`src/rtl/keyboard_decoder.sv`:
```
// PS/2 keyboard receiver and Set-2 decoder for a small key set (WASD, 1-4, Esc).
// Optional macro PS2_PARITY_CHECK_EN enables rejection of frames with bad odd parity.
module keyboard_decoder #(
    parameter int TIMEOUT_CYCLES = 65000
) (
    input  logic       clk,
    input  logic       rst_n,
    input  logic       ps2_clk,
    input  logic       ps2_data,
    output logic [3:0] key_code,
    output logic       key_valid,
    output logic       frame_err
);
    localparam int TW = $clog2(TIMEOUT_CYCLES + 1);

    typedef enum logic {IDLE, RECV} state_t;

    state_t          state, state_nxt;
    logic [1:0]      clk_sync, data_sync;
    logic            clk_prev;
    logic            fall, bit_in;
    logic [3:0]      bit_cnt, bit_cnt_nxt;
    logic [7:0]      shift, shift_nxt;
    logic [TW-1:0]   tcnt, tcnt_nxt;
    logic            brk, brk_nxt, ext, ext_nxt;
    logic [3:0]      key_code_nxt;
    logic            key_valid_nxt, frame_err_nxt;
    logic [3:0]      mapped;
    logic            par_bad;

    always_ff @(posedge clk or negedge rst_n) begin
        if (!rst_n) begin
            clk_sync  <= 2'b11;
            data_sync <= 2'b11;
            clk_prev  <= 1'b1;
        end else begin
            clk_sync  <= {clk_sync[0], ps2_clk};
            data_sync <= {data_sync[0], ps2_data};
            clk_prev  <= clk_sync[1];
        end
    end

    assign fall   = clk_prev & ~clk_sync[1];
    assign bit_in = data_sync[1];

`ifdef PS2_PARITY_CHECK_EN
    logic parity;
    always_ff @(posedge clk or negedge rst_n) begin
        if (!rst_n)                                   parity <= 1'b0;
        else if (fall && state == RECV && bit_cnt == 4'd8) parity <= bit_in;
    end
    // Odd parity: data plus parity must carry an odd number of ones.
    assign par_bad = ~(^{shift, parity});
`else
    assign par_bad = 1'b0;
`endif

    always_comb begin
        case (shift)
            8'h1C:   mapped = 4'd1;
            8'h1B:   mapped = 4'd2;
            8'h1D:   mapped = 4'd3;
            8'h23:   mapped = 4'd4;
            8'h16:   mapped = 4'd5;
            8'h1E:   mapped = 4'd6;
            8'h26:   mapped = 4'd7;
            8'h25:   mapped = 4'd8;
            8'h76:   mapped = 4'd9;
            default: mapped = 4'd0;
        endcase
    end

    always_ff @(posedge clk or negedge rst_n) begin
        if (!rst_n) begin
            state     <= IDLE;
            bit_cnt   <= '0;
            shift     <= '0;
            tcnt      <= '0;
            brk       <= 1'b0;
            ext       <= 1'b0;
            key_code  <= '0;
            key_valid <= 1'b0;
            frame_err <= 1'b0;
        end else begin
            state     <= state_nxt;
            bit_cnt   <= bit_cnt_nxt;
            shift     <= shift_nxt;
            tcnt      <= tcnt_nxt;
            brk       <= brk_nxt;
            ext       <= ext_nxt;
            key_code  <= key_code_nxt;
            key_valid <= key_valid_nxt;
            frame_err <= frame_err_nxt;
        end
    end

    always_comb begin
        state_nxt     = state;
        bit_cnt_nxt   = bit_cnt;
        shift_nxt     = shift;
        tcnt_nxt      = tcnt;
        brk_nxt       = brk;
        ext_nxt       = ext;
        key_code_nxt  = key_code;
        key_valid_nxt = 1'b0;
        frame_err_nxt = 1'b0;
        case (state)
            IDLE: begin
                if (fall && !bit_in) begin
                    state_nxt   = RECV;
                    bit_cnt_nxt = '0;
                    tcnt_nxt    = '0;
                end
            end
            RECV: begin
                if (fall) begin
                    tcnt_nxt    = '0;
                    bit_cnt_nxt = bit_cnt + 4'd1;
                    if (bit_cnt < 4'd8) shift_nxt = {bit_in, shift[7:1]};
                    // bit_cnt 9 is the stop bit: the whole frame is decided here
                    if (bit_cnt == 4'd9) begin
                        state_nxt = IDLE;
                        if (!bit_in || par_bad) begin
                            frame_err_nxt = 1'b1;
                        end else if (shift == 8'hF0) begin
                            brk_nxt = 1'b1;
                        end else if (shift == 8'hE0) begin
                            ext_nxt = 1'b1;
                        end else if (ext) begin
                            ext_nxt = 1'b0;
                            brk_nxt = 1'b0;
                        end else begin
                            brk_nxt = 1'b0;
                            if (mapped != 4'd0) begin
                                if (brk) begin
                                    if (mapped == key_code) begin
                                        key_code_nxt  = 4'd0;
                                        key_valid_nxt = 1'b1;
                                    end
                                end else if (mapped != key_code) begin
                                    key_code_nxt  = mapped;
                                    key_valid_nxt = 1'b1;
                                end
                            end
                        end
                    end
                end else if (tcnt == TW'(TIMEOUT_CYCLES - 1)) begin
                    state_nxt     = IDLE;
                    frame_err_nxt = 1'b1;
                end else begin
                    tcnt_nxt = tcnt + 1'b1;
                end
            end
            default: state_nxt = IDLE;
        endcase
    end
endmodule

```
`config.mk`:
```
export PLATFORM = sky130hd
export DESIGN_NAME = keyboard_decoder
export DESIGN_NICKNAME = d
export VERILOG_FILES = /design/src/rtl/keyboard_decoder.sv
export SDC_FILE = /design/constraint.sdc
export NUM_CORES = 1
export LEC_CHECK = 0
export CORE_AREA = 2 2 72 74
export CTS_BUF_LIST = sky130_fd_sc_hd__clkbuf_2 sky130_fd_sc_hd__clkbuf_4 sky130_fd_sc_hd__clkbuf_8
export DETAILED_ROUTE_END_ITERATION = 8
export DIE_AREA = 0 0 74 76
export GPL_ROUTABILITY_DRIVEN = 0
export PLACE_DENSITY = 0.67
export SLEW_MARGIN = 5
export SYNTH_ARGS = -nofsm -noshare
export SYNTH_HDL_FRONTEND = slang
export SYNTH_SLANG_ARGS = --single-unit
export TNS_END_PERCENT = 30
```
`constraint.sdc`:
```
create_clock -name clk -period 7.65 [get_ports clk]
set_input_delay 1.53 -clock clk [delete_from_list [all_inputs] [get_ports clk]]
set_output_delay 1.53 -clock clk [all_outputs]
set_load 0.1 [all_outputs]
```
**After elaboration in Yosys (flattened, before gate mapping)**

Index checks and enable logic that the tools add are counted.

- Flip-flop bits (word level): 42

- Bitwise gates (word level): 6
- Reductions and logical operators: 10
- Multiplexer cells: 35
- Order comparisons: 1
- Add/sub/neg operators: 2
- Equal/unequal tests: 20

Operator list:

| operator | count |
|---|---|
| $mux 16 | 3 |
| $eq 8x5->1 const B | 5 |
| $pmux 4 s9 | 1 |
| $pmux 16 s2 | 1 |
| $eq 8x6->1 const B | 3 |
| $mux 1 | 23 |
| $mux 4 | 5 |
| $add 16x1->16 const B | 1 |
| $eq 16x16->1 const B | 1 |
| $eq 8x8->1 const B | 2 |
| $reduce_and 10->1 | 1 |
| $reduce_and 5->1 | 2 |
| $eq 8x7->1 const B | 1 |
| $pmux 4 s2 | 1 |
| $not 1->1 | 5 |
| $add 4x1->4 const B | 1 |
| $eq 4x4->1 | 1 |
| $eq 4x4->1 const B | 1 |
| $lt 4x4->1 const B | 1 |
| $ne 2x1->1 const B | 2 |
| $ne 2x2->1 const B | 2 |
| $ne 4x4->1 | 1 |
| $reduce_and 2->1 | 2 |
| $reduce_bool 4->1 | 1 |
| 7 further kinds | 7 |

**Logic depth before layout (Yosys ltp)**

Gate-level depths: netlist of the first run.

- Depth in word-level cells: 13
- Gate-level depth with buffers: 12
- Depth with buffers taken out: 10

**Least setup slack after synthesis of the first run**

No wires, ideal clock.

- Path kind: reg2reg
- Start: register shift[0]
- End: register key_code[2]
- Data arrival time: 2.508 ns
- Required time: 7.519 ns
- Buffers on the path: 1
- Setup slack: 5.011 ns
- Setup time: 0.131 ns
- Cell stages (with the launch flop): 12
- Cells stage by stage: dfrtp_1 buf_6 nand3b_4 or4_1 a21o_1 a221oi_2 nand4_1 ha_1 nor3_1 nand3_1 o21ai_0 o41ai_1

- Longest elaborated chain between the ends: 5

Ends and longest elaborated chain:

| element | RTL line | source |
|---|---|---|
| start: declaration | 23 | `logic [7:0] shift, shift_nxt;` |
| start signal: assignment | 87 | `shift <= shift_nxt;` |
| $eq 8x7->1, or another cell as far along | 59 | `case (shift)` |
| $pmux 4 s9 | 59 |  |
| $eq 4x4->1 or $ne 4x4->1 (tied branches) | 136, 140 |  |
| $ne 2x1->1 (no line) or $reduce_bool 2->1 (tied branches) | - |  |
| $reduce_and 10->1 (no line) | - |  |
| end signal: assignment | 91 | `key_code <= key_code_nxt;` |
| end: declaration | 10 | `output logic [3:0] key_code,` |

Parallel ways exist; a longest one is shown, timed or not. The select of a mux whose other input is x is not followed.
A chain may end at the register's enable or synchronous reset.

**Worst setup path after layout of the first run**

- Start: register key_code[2]
- End: output port key_code[2]

No word-level cell between the ends.

==> results of run 1 <==
## layout make-up
cell class | instances | area [sq um] | area share
Inverter | 5 | 18.8 | 0.00730
Sequential cell | 42 | 1060 | 0.411
Clock inverter | 2 | 37.5 | 0.0146
Clock buffer | 6 | 76.3 | 0.0297
Timing Repair Buffer | 9 | 85.1 | 0.0331
Multi-Input combinational cell | 182 | 1210 | 0.470
Tap cell | 70 | 87.6 | 0.0341
## registers in the layout, indices dropped and copies added (netlist names)
register	count
data_sync	2
key_valid	1
key_code	4
frame_err	1
shift	8
state	1
ext	1
clk_sync	2
clk_prev	1
brk	1
bit_cnt	4
tcnt	16
## power breakdown
| group | internal (mW) | switching, mW |
|---|---|---|
| Clock | 0.101 | 0.0793 |
| Sequential | 0.261 | 0.0594 |
| Combinational | 0.0668 | 0.0808 |
| Total | 0.428 | 0.220 |
## stage by stage
step | instances | utilization
after detailed placement | 308 | 0.500
final | 316 | 0.523
after global routing | 316 | 0.523
after global placement | 308 | 0.500
after floorplan | 240 | -
after CTS | 316 | 0.523
## cells in the mapped netlist (2+ instances only)
| cell | count | area (sq um) |
|---|---|---|
| a22o_1 | 2 | 17.5 |
| and3_1 | 2 | 12.5 |
| nor4_1 | 2 | 12.5 |
| nor4_2 | 2 | 25.0 |
| o21a_1 | 2 | 15.0 |
| nand4_1 | 3 | 18.8 |
| nand3_1 | 8 | 40.0 |
| clkbuf_1 | 6 | 22.5 |
| nor3_1 | 4 | 20.0 |
| dfrtp_1 | 37 | 926 |
| a21oi_1 | 14 | 70.1 |
| ha_1 | 5 | 62.6 |
| nand3b_1 | 2 | 15.0 |
| mux2_2 | 8 | 90.1 |
| dfstp_2 | 5 | 131 |
| a21o_1 | 4 | 30.0 |
| inv_1 | 5 | 18.8 |
| nand2b_1 | 7 | 43.8 |
| o41ai_1 | 5 | 43.8 |
| o31ai_1 | 8 | 60.1 |
| nor4b_1 | 2 | 17.5 |
| buf_2 | 3 | 15.0 |
| xor2_1 | 2 | 17.5 |
| nand2_1 | 23 | 86.3 |
| a211oi_1 | 3 | 22.5 |
| nor2_1 | 16 | 60.1 |
| or2_2 | 3 | 18.8 |
| or4_1 | 5 | 37.5 |
| o211ai_1 | 2 | 15.0 |
| or3_1 | 6 | 37.5 |
| o21ai_0 | 20 | 100 |
| nor3b_1 | 2 | 15.0 |
## kinds of logic after synthesis
kind of cell | after synthesis | share of synthesized area
xor+xnor | 3 | 0.0112
buf+inv | 16 | 0.0310
simple gates | 95 | 0.238
compound gates | 71 | 0.203
flops | 42 | 0.452
fa+ha+maj | 5 | 0.0268
mux | 8 | 0.0385
## layer usage
metal,global-route usage,vias up,share of wire
met4,0.0582,0,0.013
met1,0.236,912,0.46
met5,0,-,0
li1,-,904,-
met3,0.0437,5,0.025
met2,0.293,27,0.50
## cells in the final DEF, fill, tap and decap left out, types with 2 or more instances in the layout
| master | instances |
|---|---|
| a211oi_1 | 3 |
| a22o_1 | 2 |
| nand2_1 | 23 |
| nor3b_1 | 2 |
| clkbuf_8 | 5 |
| clkdlybuf4s50_1 | 8 |
| xor2_1 | 2 |
| or3_1 | 6 |
| nand4_1 | 3 |
| or2_2 | 3 |
| nand3_1 | 8 |
| nor2_1 | 16 |
| o21ai_0 | 20 |
| or4_1 | 5 |
| nor4_1 | 2 |
| mux2_2 | 8 |
| o21a_1 | 2 |
| ha_1 | 5 |
| a21oi_1 | 14 |
| and3_1 | 2 |
| dfrtp_1 | 37 |
| nor4_2 | 2 |
| nor3_1 | 4 |
| dfstp_2 | 5 |
| inv_1 | 5 |
| o211ai_1 | 2 |
| o31ai_1 | 8 |
| a21o_1 | 4 |
| nor4b_1 | 2 |
| o41ai_1 | 5 |
| nand2b_1 | 7 |
| nand3b_1 | 2 |
## final timing paths
check                               end  slack, ns
setup reg to reg            key_code[0]       4.64
hold reg to reg            data_sync[1]       0.35
max in group asynchronous      tcnt[10]       5.68
setup / recovery            key_code[2]       4.23
min in group asynchronous      shift[3]       1.36
hold / removal             data_sync[1]       0.35
==> flow_summary.json, run 1 <==
{
  "status": "finished, final reports clean",
  "hpwl_um": 3240,
  "synth_warnings": 0,
  "p_leak_nw": 1.02,
  "period_share": 0.447,
  "grt_pass1_wl_um": 7980,
  "vdd_drop_max_v": 0.000114,
  "syn_to_final_growth_pct": 9.95,
  "rsz0062_at_grt": "no",
  "cpPeakStageDelay_ns": 1.16,
  "viasPerCell": 5.85,
  "port_buffers": 9,
  "power.total_uw": 648,
  "start_kind": "register",
  "die_h_um": 76,
  "cts_sinks": 42,
  "cellPowerDensity_mw_per_mm2": 252,
  "dr.pass1.iters": 4,
  "clk_latency_ns": 0.30,
  "holdWs_ns": 0.354,
  "rows": 26,
  "worstMarginPinSlew_ns": 0.965,
  "synth_enable_flop_cells": 0,
  "post-cts-setup-buffers": 0,
  "rr_worst_depth": 10,
  "path_clk_slew_ns": 0.09,
  "synth_area_sq_mm": 0.00234,
  "critPathCaptureType": "primary output",
  "yosysSeqAreaShare": 0.452,
  "avgSynthCellArea_sq_um": 9.74,
  "fin_crit_ns": 3.42,
  "ys_seq_elements": 42,
  "crit_chain": "clkdlybuf4s50_1",
  "crit_arrival_ns": 1.89,
  "worst-setup-path-type": "register to primary output",
  "hold_class": "register to register",
  "fin_skew_ns": 0.0129,
  "fin_ws_ns": 4.23,
  "async_flop_share": 1.00,
  "post_dp_cell_area_sq_mm": 0.00246,
  "hp-start": "data_sync[0]",
  "path_max_fanout": 6,
  "drv_slew": 0,
  "dr_total_vias": 1848,
  "die_w_um": 74,
  "grt_max_degree": 43,
  "crit_family": "buffers and inverters",
  "track_usage": 0.181,
  "pre_cts_ws_ns": 4.56,
  "critPathSlowestCell": "clkdlybuf4s50_1",
  "first_global_vias": 1715,
  "critical_path_required_ns": 6.12,
  "antenna_found_initial": 0,
  "cp.depth": 1,
  "synth_nets": 249,
  "cts_buffer_depth": 2,
  "cts_resized": 0,
  "min_path_cells": 0,
  "slew_headroom": 0.355,
  "setup_tns_ns": 0,
  "setup_viol": 0,
  "finalHoldViolCount": 0,
  "timing.rr.start": "shift[4]",
  "drv_cap": 0,
  "drt-initial-drc-count": 86,
  "tritoncts": "yes",
  "routedWlPerCell_um": 14.7,
  "initial_utilization": 0.476,
  "cts_htree_levels": 2,
  "cts_root_buffer": "clkbuf_8",
  "antennaDiodeCount": 0,
  "final_area_sq_mm": 0.00257,
  "core-area_sq_mm": 0.00491,
  "nets": 254,
  "critPathLaunch": "key_code[2]",
  "ant_nets": 0,
  "cts_made_buffers": 5,
  "die_area_sq_mm": 0.00562,
  "syn-instance-count": 240,
  "grt_overflow": 0,
  "hold_buffers": 0,
  "drt_wl_total_um": 4630,
  "fmax_ghz": 0.292,
  "synthDistinctLibCells": 54,
  "drive_above_1_share": 0.134,
  "ys.flop_type": "dfrtp_1",
  "io_pins": 10,
  "fillers": 451,
  "drc": 0,
  "crit_buf_inv": 1
}
Note: power is estimated with default switching activity, not from simulation.
==> inputs of run 2 (changes only) <==
--- a/config.mk
+++ b/config.mk
@@ -10,7 +10,7 @@
 export DETAILED_ROUTE_END_ITERATION = 8
 export DIE_AREA = 0 0 74 76
 export GPL_ROUTABILITY_DRIVEN = 0
-export PLACE_DENSITY = 0.67
+export PLACE_DENSITY = 0.7
 export SLEW_MARGIN = 5
 export SYNTH_ARGS = -nofsm -noshare
 export SYNTH_HDL_FRONTEND = slang
==> constraint.sdc (replaced) <==
create_clock -name clk -period 2.75 [get_ports clk]
set_input_delay 0.55 -clock clk [delete_from_list [all_inputs] [get_ports clk]]
set_output_delay 0.55 -clock clk [all_outputs]
set_load 0.1 [all_outputs]
==> flow_summary.json, run 2 (synthesis results as in run 1) <==
{
  "use_met2": 0.298,
  "path_clk_slew_ns": 0.08,
  "gr-usage-met3": 0.0410,
  "setup_viol": 0,
  "period_share": 0.968,
  "fin_crit_ns": 2.66,
  "top_usage_layer": "met2",
  "first_global_vias": 1765,
  "tritoncts": "yes",
  "layout_commonest_cell": "dfrtp_1",
  "grt_pass1_wl_um": 8070,
  "multi_input_area_sq_mm": 0.00126,
  "fillers": 438,
  "final_cell_mix": "dfrtp_1 (36), nand2_1 (23), nor2_1 (16), o21ai_0 (16), buf_4 (15)",
  "rows": 26,
  "ant_nets": 0,
  "drc": 0,
  "dr_total_vias": 1892,
  "die_area_sq_mm": 0.00562,
  "syn_to_final_growth_pct": 13.8,
  "finalHoldViolCount": 0,
  "core-area_sq_mm": 0.00491,
  "die_h_um": 76,
  "seqCellArea_sq_mm": 0.00106,
  "grt_overflow": 0,
  "cts_htree_levels": 2,
  "drv_slew": 0,
  "critPathCaptureType": "register",
  "fin_cells": 325,
  "dp_cells": 316,
  "hpwl_um": 3380,
  "reg2reg_slack_ns": 0.09,
  "status": "finished, final reports clean",
  "drv_cap": 0,
  "fmax_ghz": 0.376,
  "grtUsageMet1": 0.234,
  "cts_buffer_depth": 2,
  "hold_buffers": 0,
  "viasPerCell": 5.82,
  "drt-initial-drc-count": 133,
  "cts_made_buffers": 5,
  "crit_arrival_ns": 2.83,
  "power.total_mw": 1.82,
  "cts_sinks": 42,
  "die_w_um": 74,
  "clk_latency_ns": 0.29,
  "cts_root_buffer": "clkbuf_8",
  "drt_wl_total_um": 4790,
  "slew_headroom": 0.306,
  "post_dp_cell_area_sq_mm": 0.00250,
  "path_max_fanout": 8,
  "initial_utilization": 0.476,
  "start_kind": "register",
  "dr.pass1.iters": 4,
  "nets": 263,
  "port_buffers": 9,
  "cellPowerDensity_mw_per_mm2": 684,
  "worstMarginPinSlew_ns": 1.03,
  "p_leak_nw": 1.08,
  "hold_class": "register to register",
  "largest_reg_flops": 16,
  "track_usage": 0.182,
  "reg_top3": "tcnt (16), shift (8)",
  "io_pins": 10,
  "final_area_sq_mm": 0.00266,
  "drive_above_1_share": 0.235,
  "antenna_found_initial": 0,
  "critical_path_required_ns": 2.92,
  "top_register": "tcnt",
  "routedWlPerCell_um": 14.7,
  "grt_max_degree": 43,
  "antennaDiodeCount": 0,
  "vdd_drop_max_v": 0.000312,
  "fin_skew_ns": 0.00740,
  "worst-setup-path-type": "register to register"
}
## run 2: path summary, 6_finish.rpt
check	startpoint	depth (start not counted)	to
worst max-delay path	shift[5]	10	key_code[0]
worst min-delay path	clk_sync[0]	0	clk_sync[1]
worst max register to register	shift[5]	10	key_code[0]
worst min register to register	clk_sync[0]	0	clk_sync[1]
max in group asynchronous	rst_n	1	shift[5]
min in group asynchronous	rst_n	1	shift[2]
## run 2: where the power goes
group | internal, mW | total [mW] | switching [mW]
clock | 0.212 | 0.418 | 0.206
sequential | 0.727 | 0.858 | 0.130
combinational | 0.247 | 0.543 | 0.295
## run 2: repair_timing
action	4_1_cts	5_1_grt
gates resized for setup	1	15
setup buffers	0	1
pin swaps	0	5
setup endpoints to repair	2	4
gates cloned	0	0
## run 2: stage by stage
stage	hold slack, ns	worst slack [ns]	utilization	TNS (ns)
2_1_floorplan	0.254	0.111	-	0
3_3_place_gp	0.346	0.0856	0.509	0
3_5_place_dp	0.348	0.0166	0.509	0
4_1_cts	0.359	0.0438	0.529	0
5_1_grt	0.360	-0.0300	0.542	-0.112
6_report	0.357	0.0876	0.542	0
## run 2: metal layers
| metal | vias up | routed length (um) |
|---|---|---|
| li1 | 926 | - |
| met1 | 917 | 2090 |
| met2 | 44 | 2410 |
| met3 | 5 | 218 |
| met4 | 0 | 66 |
| met5 | - | 0 |
## run 2: cell type report
class,count,area share
multi-input combinational,182,0.475
sequential,42,0.398
timing repair buffer,18,0.0517
clock buffer,7,0.0339
tap,70,0.0329
inverter,5,0.00706
clock inverter,1,0.00188
## run 2: critical path: stages (launching register included)
cell and delay (ns):
dfrtp_2 0.44, or3b_4 0.45, nor4_2 0.33, or3_1 0.15
a22oi_1 0.07, and4_1 0.22, ha_1 0.19, nor3_2 0.19
nand3_2 0.21, o21ai_1 0.21, o31ai_1 0.08
==> inputs of run 3 (changes only) <==
--- a/config.mk
+++ b/config.mk
@@ -11,6 +11,7 @@
 export DIE_AREA = 0 0 74 76
 export GPL_ROUTABILITY_DRIVEN = 0
 export PLACE_DENSITY = 0.7
+export SKIP_LAST_GASP = 1
 export SLEW_MARGIN = 5
 export SYNTH_ARGS = -nofsm -noshare
 export SYNTH_HDL_FRONTEND = slang
==> results of run 3 <==
The final DEF is identical to that of run 2; final timing and power are the same.
